`src/rtl/nn_inference_ctrl.sv`:
```
// nn_inference_ctrl: collects IN_SIZE signed feature samples into a register
// buffer that drives a combinational network. It waits SETTLE_CYCLES for the
// network to settle, captures the scores, and scans them one per cycle for the
// arg-max. The winning class is then held until the consumer accepts it.
// Optional feature: define NN_CTRL_THRESHOLD_EN to add the threshold input and
// the class_reject output, which flags a winning score below the threshold.
module nn_inference_ctrl #(
  parameter int IN_SIZE       = 13,
  parameter int OUT_SIZE      = 4,
  parameter int SETTLE_CYCLES = 4
) (
  input  logic                        clk,
  input  logic                        rst,
  input  logic signed [7:0]           sample_in,
  input  logic                        sample_valid,
  output logic                        sample_ready,
  input  logic                        flush,
  output logic signed [7:0]           nn_input_vector [IN_SIZE],
  input  logic signed [15:0]          nn_probabilities [OUT_SIZE],
  output logic [$clog2(OUT_SIZE)-1:0] class_idx,
  output logic signed [15:0]          class_score,
  output logic                        class_valid,
  input  logic                        class_ready,
`ifdef NN_CTRL_THRESHOLD_EN
  input  logic signed [15:0]          threshold,
  output logic                        class_reject,
`endif
  output logic                        busy
);

  localparam int IDX_W = $clog2(IN_SIZE);
  localparam int CLS_W = $clog2(OUT_SIZE);
  localparam int CNT_W = $clog2(SETTLE_CYCLES + 1);

  typedef enum logic [1:0] {COLLECT, SETTLE, ARGMAX, RESULT} state_t;

  state_t                    state;
  logic [IDX_W-1:0]          idx;
  logic [CNT_W-1:0]          settle_cnt;
  logic [CLS_W-1:0]          aidx;
  logic signed [15:0]        scores [OUT_SIZE];

  logic signed [15:0]        cand_score;
  logic signed [15:0]        next_score;
  logic [CLS_W-1:0]          next_idx;
  logic                      take;

  // Strictly-greater signed compare, so ties keep the earlier (lower) index.
  function automatic logic score_beats(input logic signed [15:0] cand,
                                       input logic signed [15:0] best);
    return cand > best;
  endfunction

  // The scan step: the first score seeds the running maximum, and later
  // scores replace it only when strictly larger.
  always_comb begin
    cand_score = scores[aidx];
    take       = (aidx == '0) || score_beats(cand_score, class_score);
    next_score = take ? cand_score : class_score;
    next_idx   = take ? aidx : class_idx;
  end

  // Handshake and status flags depend only on the state register.
  assign sample_ready = (state == COLLECT);
  assign busy         = (state != COLLECT);

  // Controller FSM, sample buffer, score capture and the arg-max scan.
  always_ff @(posedge clk or posedge rst) begin
    if (rst) begin
      state       <= COLLECT;
      idx         <= '0;
      settle_cnt  <= '0;
      aidx        <= '0;
      class_idx   <= '0;
      class_score <= '0;
      class_valid <= 1'b0;
`ifdef NN_CTRL_THRESHOLD_EN
      class_reject <= 1'b0;
`endif
      for (int i = 0; i < IN_SIZE; i++) nn_input_vector[i] <= '0;
      for (int i = 0; i < OUT_SIZE; i++) scores[i] <= '0;
    end else if (flush) begin
      // Abort wins over any beat or result in the same cycle; the buffer
      // keeps its stale contents until new beats overwrite them.
      state       <= COLLECT;
      idx         <= '0;
      class_valid <= 1'b0;
`ifdef NN_CTRL_THRESHOLD_EN
      class_reject <= 1'b0;
`endif
    end else begin
      case (state)
        COLLECT: begin
          if (sample_valid) begin
            nn_input_vector[idx] <= sample_in;
            if (idx == IDX_W'(IN_SIZE - 1)) begin
              idx        <= '0;
              settle_cnt <= CNT_W'(SETTLE_CYCLES);
              state      <= SETTLE;
            end else begin
              idx <= idx + IDX_W'(1);
            end
          end
        end
        SETTLE: begin
          settle_cnt <= settle_cnt - CNT_W'(1);
          if (settle_cnt == CNT_W'(1)) begin
            for (int i = 0; i < OUT_SIZE; i++) scores[i] <= nn_probabilities[i];
            aidx  <= '0;
            state <= ARGMAX;
          end
        end
        ARGMAX: begin
          class_idx   <= next_idx;
          class_score <= next_score;
          if (aidx == CLS_W'(OUT_SIZE - 1)) begin
            class_valid <= 1'b1;
`ifdef NN_CTRL_THRESHOLD_EN
            class_reject <= (next_score < threshold);
`endif
            state <= RESULT;
          end else begin
            aidx <= aidx + CLS_W'(1);
          end
        end
        RESULT: begin
          if (class_ready) begin
            class_valid <= 1'b0;
`ifdef NN_CTRL_THRESHOLD_EN
            class_reject <= 1'b0;
`endif
            idx   <= '0;
            state <= COLLECT;
          end
        end
        default: state <= COLLECT;
      endcase
    end
  end

endmodule

```
`config.mk`:
```
export PLATFORM = sky130hd
export DESIGN_NAME = nn_inference_ctrl
export DESIGN_NICKNAME = d
export VERILOG_FILES = /design/src/rtl/nn_inference_ctrl.sv
export SDC_FILE = /design/constraint.sdc
export NUM_CORES = 1
export LEC_CHECK = 0
export ABC_AREA = 1
export BUFFER_PORTS_ARGS = -buffer_cell sky130_fd_sc_hd__buf_2
export CAP_MARGIN = 20
export CORE_MARGIN = 5
export CORE_UTILIZATION = 54
export DETAILED_ROUTE_END_ITERATION = 6
export PLACE_DENSITY = 0.78
export SYNTH_ARGS = -nofsm -noshare
export SYNTH_HDL_FRONTEND = slang
export SYNTH_SLANG_ARGS = --single-unit
```
`constraint.sdc`:
```
create_clock -name clk -period 7.4 [get_ports clk]
set_input_delay 0 -clock clk [delete_from_list [all_inputs] [get_ports clk]]
set_output_delay 0 -clock clk [all_outputs]
set_load 0.05 [all_outputs]
```
==> impl_metrics.ini, run 1 <==
[synth]
syn_inst = 721
ys_top_cells_by_area = dfrtp_1 (57%), mux2_2 (21%), ha_1 (4.0%)
yosys_warnings = 0
synth_top_area_frac = 0.566
ys_seq_area_frac = 0.566
syn-num-nets = 826
synth_edf_count = 0
synth_area_um2 = 8760
syn_area_per_cell_um2 = 12.1
ys.flop_type = dfrtp_1
async_reset_ff_frac = 1.00
ys_ff_latch = 198
yosysTopAreaCell = dfrtp_1
synth.distinct_cells = 30

[power_and_ir_drop]
p_switching_mw = 2.02
internal_power_mw = 2.54
seqPwrFrac = 0.368
p_leak_nw = 5.86
ir_worst_vdd_mv = 0.343
switching_share = 0.443
p_clk_frac = 0.200
power_mw = 4.56
p_per_area_nw_per_um2 = 406
p_comb_frac = 0.432

[detailed_routing]
wl_per_cell_um = 18.2
highest_layer = met5
wl_met2_mm = 11.3
drc_errors = 0
routed_wl_mm = 22.1
ant_nets = 0
dr.pass1.iters = 4
dr_wl_met3_mm = 1.65
avgViaCountPerCell = 5.29
drtIter0Drc = 371
drt-met1-wl_mm = 8.77
vias = 6418

[timing]
rsz0062_at_grt = false
finalHoldViolCount = 0
maxSlewViolCount = 0
fin_worst_skew_ns = 0.00905
setup_viol = 0
fmax_mhz = 256
fin_crit_ns = 3.91
fin_ws_ns = 3.49
setup_tns_ns = 0
tightest_slew_ns = 1.00
maxSlewHeadroom = 0.330
period_share = 0.528

[die]
core_region_area_um2 = 15900
die_x_um = 137
dieArea_um2 = 18900
initial_core_util = 0.551
die_y_um = 137
row_count = 46
io_pins = 202

[final_layout]
fill_cells = 1129
synthToLayoutAreaGrowth_pct = 28.2
instances_no_fill = 1214
drive_gt1_frac = 0.426
fin_nets = 1088
final_cell_mix = buf_2 (201), dfrtp_1 (198), mux2_2 (167)
design_area_um2 = 11200
final_common_cell = buf_2

[cts]
cts_buffer_depth = 2
cts_max_level = 4
post_cts_buffers = 0
clock_sinks = 198
tritoncts = built
cts_buffers = 17
clk_transition_reported_paths_ns = 0.08
root_buffer = clkbuf_16
clk_latency_ns = 0.43

[placed_design]
dp_cells = 1113
io_buffers = 201
post-place-ws_ns = 3.51
dp_hpwl_mm = 14.2
gp_congestion = 0.842
placed_cell_area_um2 = 9940

[worst_setup_path]
critPathArrivalTime_ns = 4.22
cp_max_fo = 19
r2r-start = aidx[1]
startpoint_type = flip-flop
cp.required_ns = 7.71
crit_start = aidx[1]
reg2reg_depth = 15
critPathCaptureType = flip-flop
path_class = reg2reg

[global_routing]
track_usage = 0.245
antenna_found_initial = 2
grt_pass1_wl_mm = 35.8
grt_overflow_total = 0
grt_max_degree = 117
grt_pass1_vias = 6893

[status]
status = complete, no violations

[worst_hold_path]
min_from = sample_in[6]
min_delay_path_depth = 2
min_path_type = in2reg

[flow_run]
cap_viol_max_count = 0
## state kept, by name, indices dropped and copies added (netlist names)
| register | count |
|---|---|
| aidx | 2 |
| class_idx | 2 |
| class_score | 16 |
| class_valid | 1 |
| idx | 4 |
| nn_input_vector | 104 |
| scores | 64 |
| settle_cnt | 3 |
| state | 2 |
## synth_stat cells (6+ instances only)
cell type / instances
mux2_2: 167
o21ai_0: 37
ha_1: 28
clkbuf_1: 20
o22ai_1: 16
nand2_1: 72
inv_1: 52
nor3_4: 8
nand3_1: 31
nor2_1: 48
a21oi_1: 13
dfrtp_1: 198
buf_2: 6
## logic make-up (layout without fill, tap and decap cells)
kind of cell,count (synthesis),count (layout),synth area share
simple gates,172,172,0.0945
fa+ha+maj,28,28,0.0400
compound gates,74,74,0.0472
flops,198,198,0.566
buf+inv,82,357,0.0377
other cells,0,2,0
mux,167,167,0.215
## final cells by class
type | instances | area, µm² | area share
inverter | 53 | 206 | 0.0184
tap | 216 | 270 | 0.0241
sequential | 198 | 4950 | 0.442
timing repair buffer | 272 | 1720 | 0.154
clock inverter | 15 | 163 | 0.0145
multi-input combinational | 441 | 3470 | 0.310
antenna | 2 | 5.00 | 0.000446
clock buffer | 17 | 425 | 0.0379
## worst paths after layout
kind / slack [ns] / end
worst max register to register: 3.49 / class_score[0]
worst min register to register: 0.49 / class_idx[0]
worst max-delay path: 3.49 / class_score[0]
min in group asynchronous: 0.29 / nn_input_vector[76]
max in group asynchronous: 5.93 / scores[36]
worst min-delay path: 0.04 / nn_input_vector[30]
## critical path, stage by stage (launching register included)
cell	delay, ns
dfrtp_1	0.58
inv_1	0.54
o21ai_0	0.18
o22ai_1	0.20
ha_1	0.31
nand2_1	0.12
o21bai_1	0.11
nand2_1	0.06
a21oi_1	0.17
nand2_1	0.08
nand2_1	0.06
nand3_1	0.06
nand2_1	0.47
nand2_1	0.58
nand2_1	0.18
nand2_1	0.07
## through the flow
step,hold slack (ns),utilization
6_report,0.0378,0.706
5_1_grt,0.0245,0.706
4_1_cts,0.0149,0.704
3_5_place_dp,0.220,0.626
3_3_place_gp,0.222,0.626
2_1_floorplan,0.151,-
## power by group through the flow
stage | clock network (mW) | registers [mW] | logic (mW)
global route | 0.974 | 1.72 | 2.15
floorplan | 0 | 2.26 | 0.881
global placement | 0 | 1.67 | 1.89
finish | 0.912 | 1.68 | 1.97
CTS | 0.926 | 1.67 | 1.97
detailed placement | 0 | 1.68 | 1.93
## routing by layer
metal	track usage	vias to the layer above
li1	-	2996
met1	0.302	3189
met3	0.0829	29
met2	0.415	202
met5	0	-
met4	0.0643	2
## timing repair
item                       in CTS  in global routing
gates resized for setup         0                  0
setup endpoints to repair       0                  0
hold endpoints to repair      180                  0
hold buffers                   66                  0
(Power assumes the default switching activity.)
==> run 2, diff against run 1 <==
- ABC_AREA: 1 -> 0
- CORE_UTILIZATION: 54 -> 49
- PLACE_DENSITY: 0.78 -> 0.75
- clock period: 7.4 -> 3.3 ns (I/O delays scaled with it)
==> run 2 against run 1 <==
Clock-buffer cell count unchanged. Critical path depth decreased by 5. Routed wire length shrank 5.6%. Largest cell class unchanged. Worst setup slack got worse by 3.3 ns. Area after synthesis decreased by 1.9%. Combinational power is 120% higher.
==> impl_metrics.ini, run 2 <==
[status]
status = complete, no violations

[flow_run]
cap_viol_max_count = 0

[power_and_ir_drop]
p_switching_mw = 4.22
p_per_area_nw_per_um2 = 901
ir_worst_vdd_mv = 0.510
p_clk_frac = 0.201
internal_power_mw = 5.80
p_comb_frac = 0.429
seqPwrFrac = 0.370
switching_share = 0.421
p_leak_nw = 5.66
power_mw = 10.0

[worst_setup_path]
cp_max_fo = 18
critPathArrivalTime_ns = 3.40
cp.required_ns = 3.61
startpoint_type = flip-flop
critPathCaptureType = flip-flop
path_class = reg2reg

[global_routing]
grt_max_degree = 75
grt_overflow_total = 0
antenna_found_initial = 0
grt_pass1_wl_mm = 34.2
track_usage = 0.214
grt_pass1_vias = 6497

[synth]
yosys.area_share.simple = 0.0373
ys_seq_area_frac = 0.577
synthMuxAreaShare = 0.291
synth_xor_area_frac = 0
synth_top_family_by_area = multiplexers
synth.distinct_cells = 40
synth_area_um2 = 8590
ys_top_cells_by_area = dfrtp_1 (58%), mux2_2 (23%), mux4_2 (4.2%)
yosys-top-cells-count = dfrtp_1 (198), mux2_2 (173), ha_1 (28), inv_1 (27), nand2_1 (18)
async_reset_ff_frac = 1.00
synth_compound_area_frac = 0.0275
syn-num-nets = 688
yosysTopAreaCell = dfrtp_1
synth-adder-area-share = 0.0408
synth_edf_count = 0
yosysMostFrequentCell = dfrtp_1
yosys_warnings = 0
ys.flop_type = dfrtp_1
synth_top_area_frac = 0.577
ys_ff_latch = 198
syn_inst = 583
syn_area_per_cell_um2 = 14.7

[placed_design]
gp_congestion = 0.820
dp_hpwl_mm = 14.6
dp_cells = 993
io_buffers = 201
placed_cell_area_um2 = 9880

[die]
core_region_area_um2 = 17200
row_count = 48
io_pins = 202
dieArea_um2 = 20300
initial_core_util = 0.498
die_x_um = 142
die_y_um = 142

[detailed_routing]
avgViaCountPerCell = 5.25
routed_wl_mm = 20.9
dr.pass1.iters = 4
drtIter0Drc = 246
wl_per_cell_um = 19.1
vias = 5732
drc_errors = 0
ant_nets = 0

[final_layout]
final_cell_mix = buf_2 (201), dfrtp_1 (198), mux2_2 (173)
top_register = nn_input_vector
drive_gt1_frac = 0.525
largest_reg_flops = 104
final_common_cell = buf_2
synthToLayoutAreaGrowth_pct = 29.5
instances_no_fill = 1091
fill_cells = 1270
fin_nets = 958
design_area_um2 = 11100
antenna_cells = 0
largest_registers = nn_input_vector (104), scores (64), class_score (16)

[cts]
cts_buffer_depth = 2
clk_latency_ns = 0.43
clk_transition_reported_paths_ns = 0.08
post_cts_buffers = 0
root_buffer = clkbuf_16
tritoncts = built
cts_max_level = 4
cts_buffers = 17
clock_sinks = 198

[timing]
fmax_mhz = 323
fin_worst_skew_ns = 0.0102
setup_tns_ns = 0
rsz0062_at_grt = false
maxSlewHeadroom = 0.462
fin_crit_ns = 3.09
maxSlewViolCount = 0
period_share = 0.937
finalHoldViolCount = 0
setup_viol = 0
tightest_slew_ns = 0.804

[worst_hold_path]
min_path_type = in2reg
[run 2: power by group through the flow]
| stage | sequential [mW] | clock, mW | combinational (mW) |
|---|---|---|---|
| 2_1_floorplan | 5.02 | 0 | 1.88 |
| 5_1_grt | 3.80 | 2.18 | 4.61 |
| 4_1_cts | 3.71 | 2.06 | 4.32 |
| 6_report | 3.70 | 2.01 | 4.30 |
| 3_5_place_dp | 3.74 | 0 | 4.25 |
| 3_3_place_gp | 3.71 | 0 | 4.12 |
[run 2: layout make-up]
type	count	area, µm²	area share
clock buffer	17	425	0.0382
sequential	198	4950	0.445
clock inverter	15	156	0.0141
multi-input combinational	333	3420	0.307
timing repair buffer	276	1780	0.160
inverter	27	105	0.00945
tap	225	282	0.0253
[run 2: repair_timing]
action | CTS | global route
hold buffers | 66 | 0
endpoints found under the setup margin | 0 | 0
gates resized for setup | 0 | 0
endpoints found under the hold margin | 96 | 0
[run 2: worst paths after layout]
check / startpoint / end / slack [ns] / cells past startpoint
min in group asynchronous: rst / scores[43] / 0.27 / 3
worst min-delay path: sample_in[7] / nn_input_vector[15] / 0.05 / 2
worst min register to register: scores[1] / scores[1] / 0.50 / 1
worst max register to register: aidx[0] / class_score[12] / 0.21 / 10
worst max-delay path: aidx[0] / class_score[12] / 0.21 / 10
max in group asynchronous: rst / scores[23] / 2.22 / 4
[run 2: per-stage QoR]
stage	setup WS, ns	util	hold slack (ns)
6_report	0.206	0.645	0.0537
5_1_grt	0.0781	0.645	0.0467
4_1_cts	0.192	0.645	0.0283
3_5_place_dp	0.198	0.573	0.170
3_3_place_gp	0.276	0.573	0.162
2_1_floorplan	0.0166	-	0.152
[run 2: cells by family (layout without fill, tap and decap cells)]
| kind of cell | after synthesis | count (layout) |
|---|---|---|
| multiplexers | 203 | 203 |
| adder cells (fa/ha/maj) | 28 | 28 |
| AO/OA/AOI/OAI | 39 | 39 |
| flip-flops | 198 | 198 |
| AND/OR/NAND/NOR | 63 | 63 |
| buffers and inverters | 52 | 335 |
[run 2: per-layer routing]
layer / track usage / part of all wire / vias to the layer above
met2: 0.355 / 0.48 / 195
met3: 0.0696 / 0.083 / 26
met4: 0.0620 / 0.013 / 0
li1: - / - / 2611
met5: 0 / 0 / -
met1: 0.273 / 0.42 / 2900
[run 2: worst max-delay path, stage by stage, from the launching register on]
cell and delay, ns:
dfrtp_1 0.40, buf_12 0.19, mux4_2 0.53, ha_1 0.30, nor2b_1 0.13, o211ai_1 0.25
a2111oi_2 0.12, a2111oi_1 0.28, o31a_1 0.22, buf_12 0.19, mux2_2 0.35
==> run 3, diff against run 2 <==
- BUFFER_PORTS_ARGS: -buffer_cell sky130_fd_sc_hd__buf_2 -> -buffer_cell sky130_fd_sc_hd__buf_4
- CORE_UTILIZATION: 49 -> 58
- PLACE_DENSITY: 0.75 -> 0.83
- clock period: 3.3 -> 3.95 ns (I/O delays scaled with it)
==> run 3 against run 2 <==
Register-to-register slack better by 0.16 ns. Clock power is 15% lower. Sequential share of layout area is 1.9 points lower. Power is 13% lower. First-iteration DRC count is 78% higher. Combinational power is 10% lower. Utilization is 15 points higher. Critical endpoint is now class_score[3].
==> impl_metrics.ini, run 3 (synthesized netlist as in run 2, its figures left out) <==
[placed_design]
dp_hpwl_mm = 14.4
placed_cell_area_um2 = 10300
io_buffers = 201
gp_congestion = 0.846

[global_routing]
grt_max_degree = 199
grt_overflow_total = 0
grt_pass1_vias = 6604
antenna_found_initial = 1
grt_pass1_wl_mm = 36.4
track_usage = 0.261

[timing]
period_share = 0.908
finalHoldViolCount = 0
setup_viol = 0
maxSlewHeadroom = 0.306
rsz0062_at_grt = false
whs_ns = 0.124
maxSlewViolCount = 0
fmax_mhz = 279
fin_worst_skew_ns = 0.0146
setup_tns_ns = 0
fin_crit_ns = 3.59
tightest_slew_ns = 1.04

[power_and_ir_drop]
ir_worst_vdd_mv = 0.562
p_leak_nw = 5.74
p_per_area_nw_per_um2 = 751

[final_layout]
final-seq-area_um2 = 4950
largest_registers = nn_input_vector (104), scores (64), class_score (16)
top_register = nn_input_vector
final_common_cell = buf_4
largest_reg_flops = 104
synthToLayoutAreaGrowth_pct = 35.2
final_util = 0.799
fin_nets = 961
drive_gt1_frac = 0.517
multi_input_area_um2 = 3420
fill_cells = 799
design_area_um2 = 11600
final_cell_mix = buf_4 (202), dfrtp_1 (198), mux2_2 (173)

[status]
status = complete, no violations

[cts]
cts_resized = 0
cts_buffers = 17
tritoncts = built
clk_latency_ns = 0.43
clock_sinks = 198
root_buffer = clkbuf_16
cts_max_level = 4
cts_buffer_depth = 2
clk_transition_reported_paths_ns = 0.07

[die]
core_region_area_um2 = 14500
die_y_um = 132
die_x_um = 132
initial_core_util = 0.591
dieArea_um2 = 17300
row_count = 44
io_pins = 202

[detailed_routing]
dr.pass1.iters = 5
routed_wl_mm = 21.8
drc_errors = 0
wl_per_cell_um = 20.7
ant_nets = 0
drtIter0Drc = 438
avgViaCountPerCell = 5.58
vias = 5877

[flow_run]
cap_viol_max_count = 0

[worst_hold_path]
min_from = sample_valid
min_delay_path_depth = 6
hold_end = idx[0]
min_path_type = in2reg

[worst_setup_path]
path_class = reg2reg
cp.required_ns = 4.26
r2r_slack_ns = 0.36
reg2reg_depth = 9
crit-reg2reg-capture = class_score[3]
cp_max_fo = 19
critPathCaptureType = flip-flop
critPathArrivalTime_ns = 3.90
r2r-start = aidx[1]
startpoint_type = flip-flop
-- run 3: cell count changes in the layout (fill, tap and decap cells not counted), sizes merged --
cell and change:
dlygate4sd3 +8, diode +1, inv -4, clkinvlp +2
clkinv -3, clkbuf +4, buf -5, bufinv +1
-- run 3: metal layers --
layer / up-vias / track usage / share of wire
met2: 223 / 0.448 / 0.52
met5: - / 0 / 0
met1: 3008 / 0.315 / 0.39
met3: 27 / 0.0963 / 0.081
met4: 0 / 0.0651 / 0.015
li1: 2619 / - / -
-- run 3: report_power, final --
group          leakage [nW]  switching, mW  internal (mW)
sequential             2.63          0.471           2.69
combinational          2.83           2.32           1.53
clock                 0.283          0.768          0.935
-- run 3: worst max-delay path by stage --
stage	from	to	slack (ns)	cells past startpoint
floorplan	aidx[0]	class_score[0]	0.67	11
global placement	aidx[1]	class_score[2]	0.62	9
detailed placement	aidx[1]	class_score[5]	0.46	8
CTS	aidx[1]	class_score[3]	0.45	8
global route	aidx[1]	class_score[8]	0.28	9
finish	aidx[1]	class_score[3]	0.36	9
-- run 3: timing repair --
item | CTS | global route
buffers inserted | 0 | 0
hold buffers | 74 | 0
hold endpoints to repair | 369 | 0
-- run 3: worst max-delay path: stages, from the launching register on --
cell       delay (ns)
dfrtp_1          0.89
mux4_2           0.43
ha_1             0.30
nor2b_1          0.13
o211ai_1         0.24
a2111oi_2        0.12
a2111oi_1        0.30
o31a_1           0.52
buf_12           0.22
mux2_4           0.31
-- run 3: cell type report --
class | count | area share
Antenna cell | 1 | 0.000216
Clock buffer | 21 | 0.0405
Clock inverter | 11 | 0.00981
Inverter | 27 | 0.00905
Multi-Input combinational cell | 333 | 0.294
Sequential cell | 198 | 0.427
Tap cell | 184 | 0.0198
Timing Repair Buffer | 279 | 0.200
-- run 3: stage by stage --
| step | std cells | power (mW) | setup slack (ns) |
|---|---|---|---|
| 3_3_place_gp | 947 | 6.77 | 0.615 |
| 4_1_cts | 1053 | 8.71 | 0.450 |
| 2_1_floorplan | 583 | 5.76 | 0.667 |
| 6_report | 1054 | 8.72 | 0.363 |
| 5_1_grt | 1054 | 9.17 | 0.276 |
| 3_5_place_dp | 947 | 6.93 | 0.462 |
